===== src/rtl/up_dn_counter_param.sv =====
// Bounded up/down counter with a programmable step, runtime limits and a saturate/wrap mode.
// Overflow and underflow pulses are registered and line up with the counter update.
module up_dn_counter_param #(
  parameter int unsigned     WIDTH     = 5,
  parameter logic [WIDTH-1:0] RESET_VAL = '0
) (
  input  logic             CLK,
  input  logic             RST,
  input  logic             EN,
  input  logic             load,
  input  logic [WIDTH-1:0] IN,
  input  logic             up,
  input  logic             down,
  input  logic [WIDTH-1:0] step,
  input  logic [WIDTH-1:0] lim_lo,
  input  logic [WIDTH-1:0] lim_hi,
  input  logic             wrap,
  output logic [WIDTH-1:0] counter,
  output logic             high,
  output logic             low,
  output logic             ovf,
  output logic             unf,
  output logic             err
);

  localparam int unsigned EXT_W = WIDTH + 1;

  typedef enum logic [1:0] {
    OP_HOLD = 2'd0,
    OP_LOAD = 2'd1,
    OP_DOWN = 2'd2,
    OP_UP   = 2'd3
  } op_e;

  op_e              op;
  logic [EXT_W-1:0] sum_ext;
  logic [EXT_W-1:0] diff_ext;
  logic             sum_over;
  logic             diff_under;
  logic [WIDTH-1:0] cnt_nxt;
  logic             ovf_nxt;
  logic             unf_nxt;

  // Limit compares and the error flag follow the live limit inputs
  assign high = (counter >= lim_hi);
  assign low  = (counter <= lim_lo);
  assign err  = (lim_lo > lim_hi);

  // One extra bit keeps carry/borrow visible instead of wrapping modulo 2^WIDTH
  assign sum_ext    = EXT_W'(counter) + EXT_W'(step);
  assign diff_ext   = EXT_W'(counter) - EXT_W'(step);
  assign sum_over   = (sum_ext > EXT_W'(lim_hi));
  assign diff_under = diff_ext[WIDTH] | (diff_ext[WIDTH-1:0] < lim_lo);

  // Request arbitration: load beats down beats up; down masks up even when blocked
  always_comb begin
    op = OP_HOLD;
    if (EN) begin
      if (load) begin
        op = OP_LOAD;
      end else if (!err && (step != '0)) begin
        if (down) begin
          op = OP_DOWN;
        end else if (up) begin
          op = OP_UP;
        end
      end
    end
  end

  // Next count and pulse generation for the selected operation
  always_comb begin
    cnt_nxt = counter;
    ovf_nxt = 1'b0;
    unf_nxt = 1'b0;
    case (op)
      OP_LOAD: begin
        cnt_nxt = IN;
      end
      OP_DOWN: begin
        if (low || diff_under) begin
          if (wrap) begin
            cnt_nxt = lim_hi;
            unf_nxt = 1'b1;
          end else if (!low) begin
            cnt_nxt = lim_lo;
            unf_nxt = 1'b1;
          end
        end else begin
          cnt_nxt = diff_ext[WIDTH-1:0];
        end
      end
      OP_UP: begin
        if (high || sum_over) begin
          if (wrap) begin
            cnt_nxt = lim_lo;
            ovf_nxt = 1'b1;
          end else if (!high) begin
            cnt_nxt = lim_hi;
            ovf_nxt = 1'b1;
          end
        end else begin
          cnt_nxt = sum_ext[WIDTH-1:0];
        end
      end
      default: begin
        cnt_nxt = counter;
      end
    endcase
  end

  // State register; reset discards whatever operation was pending
  always_ff @(posedge CLK) begin
    if (RST) begin
      counter <= RESET_VAL;
      ovf     <= 1'b0;
      unf     <= 1'b0;
    end else begin
      counter <= cnt_nxt;
      ovf     <= ovf_nxt;
      unf     <= unf_nxt;
    end
  end

endmodule


===== config.mk =====
export PLATFORM = sky130hd
export DESIGN_NAME = up_dn_counter_param
export DESIGN_NICKNAME = d
export VERILOG_FILES = /design/src/rtl/up_dn_counter_param.sv
export SDC_FILE = /design/constraint.sdc
export NUM_CORES = 1
export LEC_CHECK = 0
export BUFFER_PORTS_ARGS = -buffer_cell sky130_fd_sc_hd__buf_2
export CAP_MARGIN = 20
export CORE_MARGIN = 5
export CORE_UTILIZATION = 40
export CTS_CLUSTER_SIZE = 16
export DETAILED_ROUTE_END_ITERATION = 8
export SYNTH_ARGS = -nofsm -noshare
export SYNTH_HDL_FRONTEND = slang
export SYNTH_SLANG_ARGS = --single-unit

===== constraint.sdc =====
create_clock -name CLK -period 3.2 [get_ports CLK]
set_input_delay 0.48 -clock CLK [delete_from_list [all_inputs] [get_ports CLK]]
set_output_delay 0.48 -clock CLK [all_outputs]
set_load 0.03 [all_outputs]

Word level (Yosys, flattened, before mapping):

Index checks and enable logic that the tools add are counted.

* bits in registers: 7
* bits of input ports: 27
* word-level logic and storage cells: 45

* $add $sub $neg: 2
* magnitude comparators: 5
* equality and inequality tests: 5
* mux-type cells: 16
* bitwise logic cells: 5
* reduce and logical (&&, ||, !) cells: 9

Operator list (number)
* 5-bit two-way mux: 6
* 5-bit case mux with 3 select lines: 1
* 2-bit two-way mux: 5
* 4-bit != test, second input constant: 2
* 5-bit by 5-bit adder with 6-bit output: 1
* 6-bit by 5-bit > comparator with 1-bit output: 1
* 3-bit OR reduction: 2
* 5-bit by 5-bit subtractor with 6-bit output: 1
* 5-bit greater-or-equal comparator: 1
* 5-bit > comparator: 1
* 5-bit <= comparator: 1
* 5-bit < comparator: 1
* 5-bit nonzero test: 1
* 2-bit equality test, second input constant: 2
* 1-bit two-way mux: 4
* 1-bit NOT: 4
* 3-bit AND reduction: 1
* 3-bit nonzero test: 1
* 2-bit by 1-bit equality test with 1-bit output, second input constant: 1
* 1-bit logical OR: 2
* 1-bit logical AND: 1
* 1-bit zero test: 1
* 1-bit OR: 1

Longest topological paths before layout:

* word-level depth: 9
* gate-level depth with buffers: 14

Worst setup path after synthesis:

No wires, ideal clock.

* path type: register to register
* from: register counter[0]
* to: register counter[2]
* library setup time: 0.156 ns
* arrival: 3.174 ns
* data required time: 3.044 ns
* setup slack: -0.130 ns
* stages on the path, launching flop included: 14
* path buffers: 0
* clock period less this slack: 3.330 ns
* cell sequence: dfxtp_1 -> ha_1 -> inv_1 -> fa_1 -> o21bai_1 -> a21oi_1 -> xor2_1 -> ha_1 -> a2111oi_0 -> a211oi_1 -> nor4_4 -> mux2_4 -> a22oi_2 -> a311oi_2

* cells in the longest elaborated chain, start to end: 6

RTL lines
* start: declaration: line 18 `output logic [WIDTH-1:0] counter,`
* start signal: assignment: line 119 `counter <= cnt_nxt;`
* 5-bit by 5-bit subtractor with 6-bit output: line 51 `assign diff_ext = EXT_W'(counter) - EXT_W'(step);`
* 5-bit < comparator: line 53 `assign diff_under = diff_ext[WIDTH] | (diff_ext[WIDTH-1:0] < lim_lo);`
* 1-bit OR: line 53
* 1-bit logical OR: line 81 `if (low || diff_under) begin`
* 4-bit != test (no line) / 5-bit two-way mux (equally long branches)
* 3-bit AND reduction (no line) / 5-bit case mux with 3 select lines (equally long branches)

Parallel ways exist; a longest one is shown, timed or not.
A chain may end at the register's enable or synchronous reset.

Worst setup path in the final report:

* from: input port step[0]
* to: register counter[0]

* cells in the longest elaborated chain, start to end: 8

RTL lines
* start: declaration: line 14 `input logic [WIDTH-1:0] step,`
* branches (longest 8 deep; another with 5-bit by 5-bit subtractor with 6-bit output)

Parallel ways; which one is timed is not known.

==> metrics.md <==
| Metric | Value |
|---|---|
| Number of endpoints with negative hold slack in the final report | `0` |
| Total via count after detailed routing | `~1700` |
| Period utilisation layout | `98.1%` |
| Via count of the first global-routing pass | `between 1500 and 2000` |
| Register bit count reported by yosys | `7` |
| Leakage component of the power | `between 1 and 1.5 nW` |
| N_diodes | `0` |
| Final Max Tran Viols | `0` |
| Power density of the placed cells | `373 nW/um^2` |
| Antenna violations before repair | `0` |
| Worst Hold Class | `input port to flop` |
| Mapped Nets | `257` |
| Normalized max-slew margin | `63.4%` |
| Proportion of synthesized chip area in sequential cells | `8.85%` |
| Multi-input gate area | `1370 um^2` |
| Unrepaired setup endpoints after global routing | `true` |
| Io pins | `37` |
| Placeable core area | `~3700 um^2` |
| Total gr overflow | `0` |
| Clock tree from TritonCTS | `done` |
| Die X-Extent | `about 73 um` |
| Synth unique cells | `53` |
| Fraction of final layout cells with drive strength greater than 1 | `around 40%` |
| Sum of internal, switching and leakage power | `0.812 mW` |
| Final-layout setup total negative slack | `0 ns` |
| Fin Clk Skew | `0.00263 ns` |
| Reg-to-reg setup timing slack | `about 0.070 ns` |
| Kind of critical path | `input port to flop` |
| Total area of sequential cells | `about 140 um^2` |
| Mean number of vias per cell | `5.38` |
| Number of instances in the synthesized netlist | `194` |
| Placed cells | `302` |
| I/O Buffers | `36` |
| Number of filler instances in the final layout | `362` |
| Crit. End Element | `flop` |
| Post-layout nets | `around 330` |
| Die Span Y | `~73 um` |
| Setup slack after placement | `-0.327 ns` |
| Asr flop ratio synth | `0%` |
| Clk buf depth | `2` |
| Number of flops mapped to enable cells by yosys | `0` |
| Detailed-route DRC error count | `0` |
| Max-capacitance violation count | `0` |
| Minimum clock period | `~3.1 ns` |
| Count of routing violations after the opening detailed-route iteration | `92` |
| Critical-path cell list | `buf_2 > ha_4 > inv_2 > fa_2 > o21bai_1 > a21oi_1 > xor2_1 > ha_2 > nand4_1 > nor3b_2 > a211oi_2 > nor4_4 > buf_4 > mux2i_1 > a22oi_1 > a311oi_1` |
| Largest stage delay on the critical path | `around 0.33 ns` |
| H-Tree Level Count | `1` |
| Most common library cell in the layout ignoring fill and taps | `buf_4` |
| Area enclosed by the die boundary | `5320 um^2` |
| GR Util All Layers | `18.8%` |
| First-pass iteration count of the detailed router | `4` |
| Root buffer cell | `clkbuf_8` |
| Cell type of the slowest stage on the worst timing path | `fa_2` |
| Crit path launch type | `input port` |
| Worst-skew pair later-pin latency | `between 0.2 and 0.25 ns` |
| Post-synthesis to final-layout area growth | `37.4%` |
| Total clock buffers created by CTS | `3` |
| Final routed wire length divided by cell count | `15.7 um` |
| CP Data Arrival Time | `3.26 ns` |
| Total wirelength of the detailed-routed design | `4.92 mm` |
| Num rows | `22` |
| Commonest cells after routing, fill and taps aside | `buf_4, buf_2, ha_1` |
| Count of hold-fix buffers inserted at cts | `0` |
| Minimum setup slack in the final design | `0.0623 ns` |
| Worst vdd ir | `around 0.14 mV` |
| Remaining antenna violation count after routing | `0` |
| Setup Viol. Count Final | `0` |
| Run status | `finished, final reports clean` |
| Worst slack on hold paths | `0.522 ns` |
| Mean Syn Cell Area | `8.17 um^2` |
| Number of warnings printed during yosys synthesis | `0` |
| Largest net degree at the start of global routing | `22` |
| Data required time at the worst endpoint | `3.32 ns` |
| Final Wtd Congestion | `0.978` |
| Fmax achieved | `0.319 GHz` |
| Starting density of the core | `42.3%` |
| Final standard cell count with taps included and fillers excluded | `~310` |
| Detailed placement HPWL | `approximately 4.2 mm` |
| Clock sinks | `7` |
| Clock-pin transition on the worst setup and hold timing paths | `0.04 ns` |
| Critical-path maximum fanout | `4` |
| Least-Margin Pin Slew | `0.543 ns` |
| Primary flip-flop cell chosen by synthesis mapping | `dfxtp_1` |
| Post-synthesis instance area | `approximately 1600 um^2` |
| First-pass GRT wire length | `7.66 mm` |
Yosys cell counts, types with 3 or more instances:
| library cell | count | area [um^2] |
|---|---|---|
| nor2_1 | 11 | 41.3 |
| a21o_1 | 3 | 22.5 |
| nand2b_1 | 3 | 18.8 |
| ha_1 | 34 | 425 |
| dfxtp_1 | 7 | 140 |
| inv_1 | 25 | 93.8 |
| mux2i_1 | 7 | 70.1 |
| a211oi_1 | 3 | 22.5 |
| o21bai_1 | 5 | 37.5 |
| xor2_1 | 3 | 26.3 |
| xnor2_1 | 3 | 26.3 |
| a22oi_1 | 4 | 30.0 |
| o211ai_1 | 8 | 60.1 |
| nand2_1 | 12 | 45.0 |
| a21oi_1 | 11 | 55.1 |
| a31oi_1 | 6 | 37.5 |
| o21ai_0 | 8 | 40.0 |
timing repair:
item | CTS | global route
gates resized for setup | 3 | 10
pin swaps | 2 | 19
setup endpoints to repair | 1 | 5
hold endpoints to repair | 0 | 0
buffers inserted | 1 | 6
power by group:
part           switching [mW]  internal (mW)
Sequential            0.00727         0.0959
Combinational           0.293          0.290
Clock                  0.0395         0.0863
layer usage:
metal / wire length (um) / share of wire [%] / global-route usage [%]
met3: 310 / 6.3 / 2.48
met2: 2390 / 49 / 32.0
met4: 112 / 2.3 / 6.76
met1: 2110 / 43 / 24.0
met5: 0 / 0 / 0
final cells by class:
cell class / count / share of cell area, %
clock buffer: 4 / 2.07
sequential: 7 / 6.61
tap: 48 / 2.76
multi-input combinational: 156 / 63.1
inverter: 26 / 4.48
timing repair buffer: 72 / 21.0
worst max-delay path, delay by kind of cell:
kind	cells	cell delay, ns
simple gates	3	0.56
fa+ha+maj	3	0.80
xor+xnor	1	0.18
compound gates	5	0.69
buf+inv	3	0.33
mux	1	0.22
registers in the layout, summed over array words and instances (netlist names):
signal and count:
unf 1, ovf 1, counter 5
logic make-up after synthesis:
family                     share of synthesized area (%)
AOI/OAI and AO/OA                                   26.6
xor gates and xnor gates                            3.32
adders and majority gates                           29.4
buffers and inverters                               8.85
DFF                                                 8.85
muxes                                               6.79
and+or+nand+nor                                     16.2
through the flow:
step	area, um^2	util (%)
after floorplan	1610	-
after global routing	2180	58.2
after detailed placement	2030	54.1
after global placement	2030	54.1
after CTS	2100	56.0
final	2180	58.2
worst paths after layout:
path               from          to  cells past startpoint
max             step[0]  counter[0]                     16
min                 RST  counter[2]                      2
max reg2reg  counter[0]  counter[0]                     15
min reg2reg  counter[0]  counter[0]                      3
Note: power is estimated with default switching activity, not from simulation.
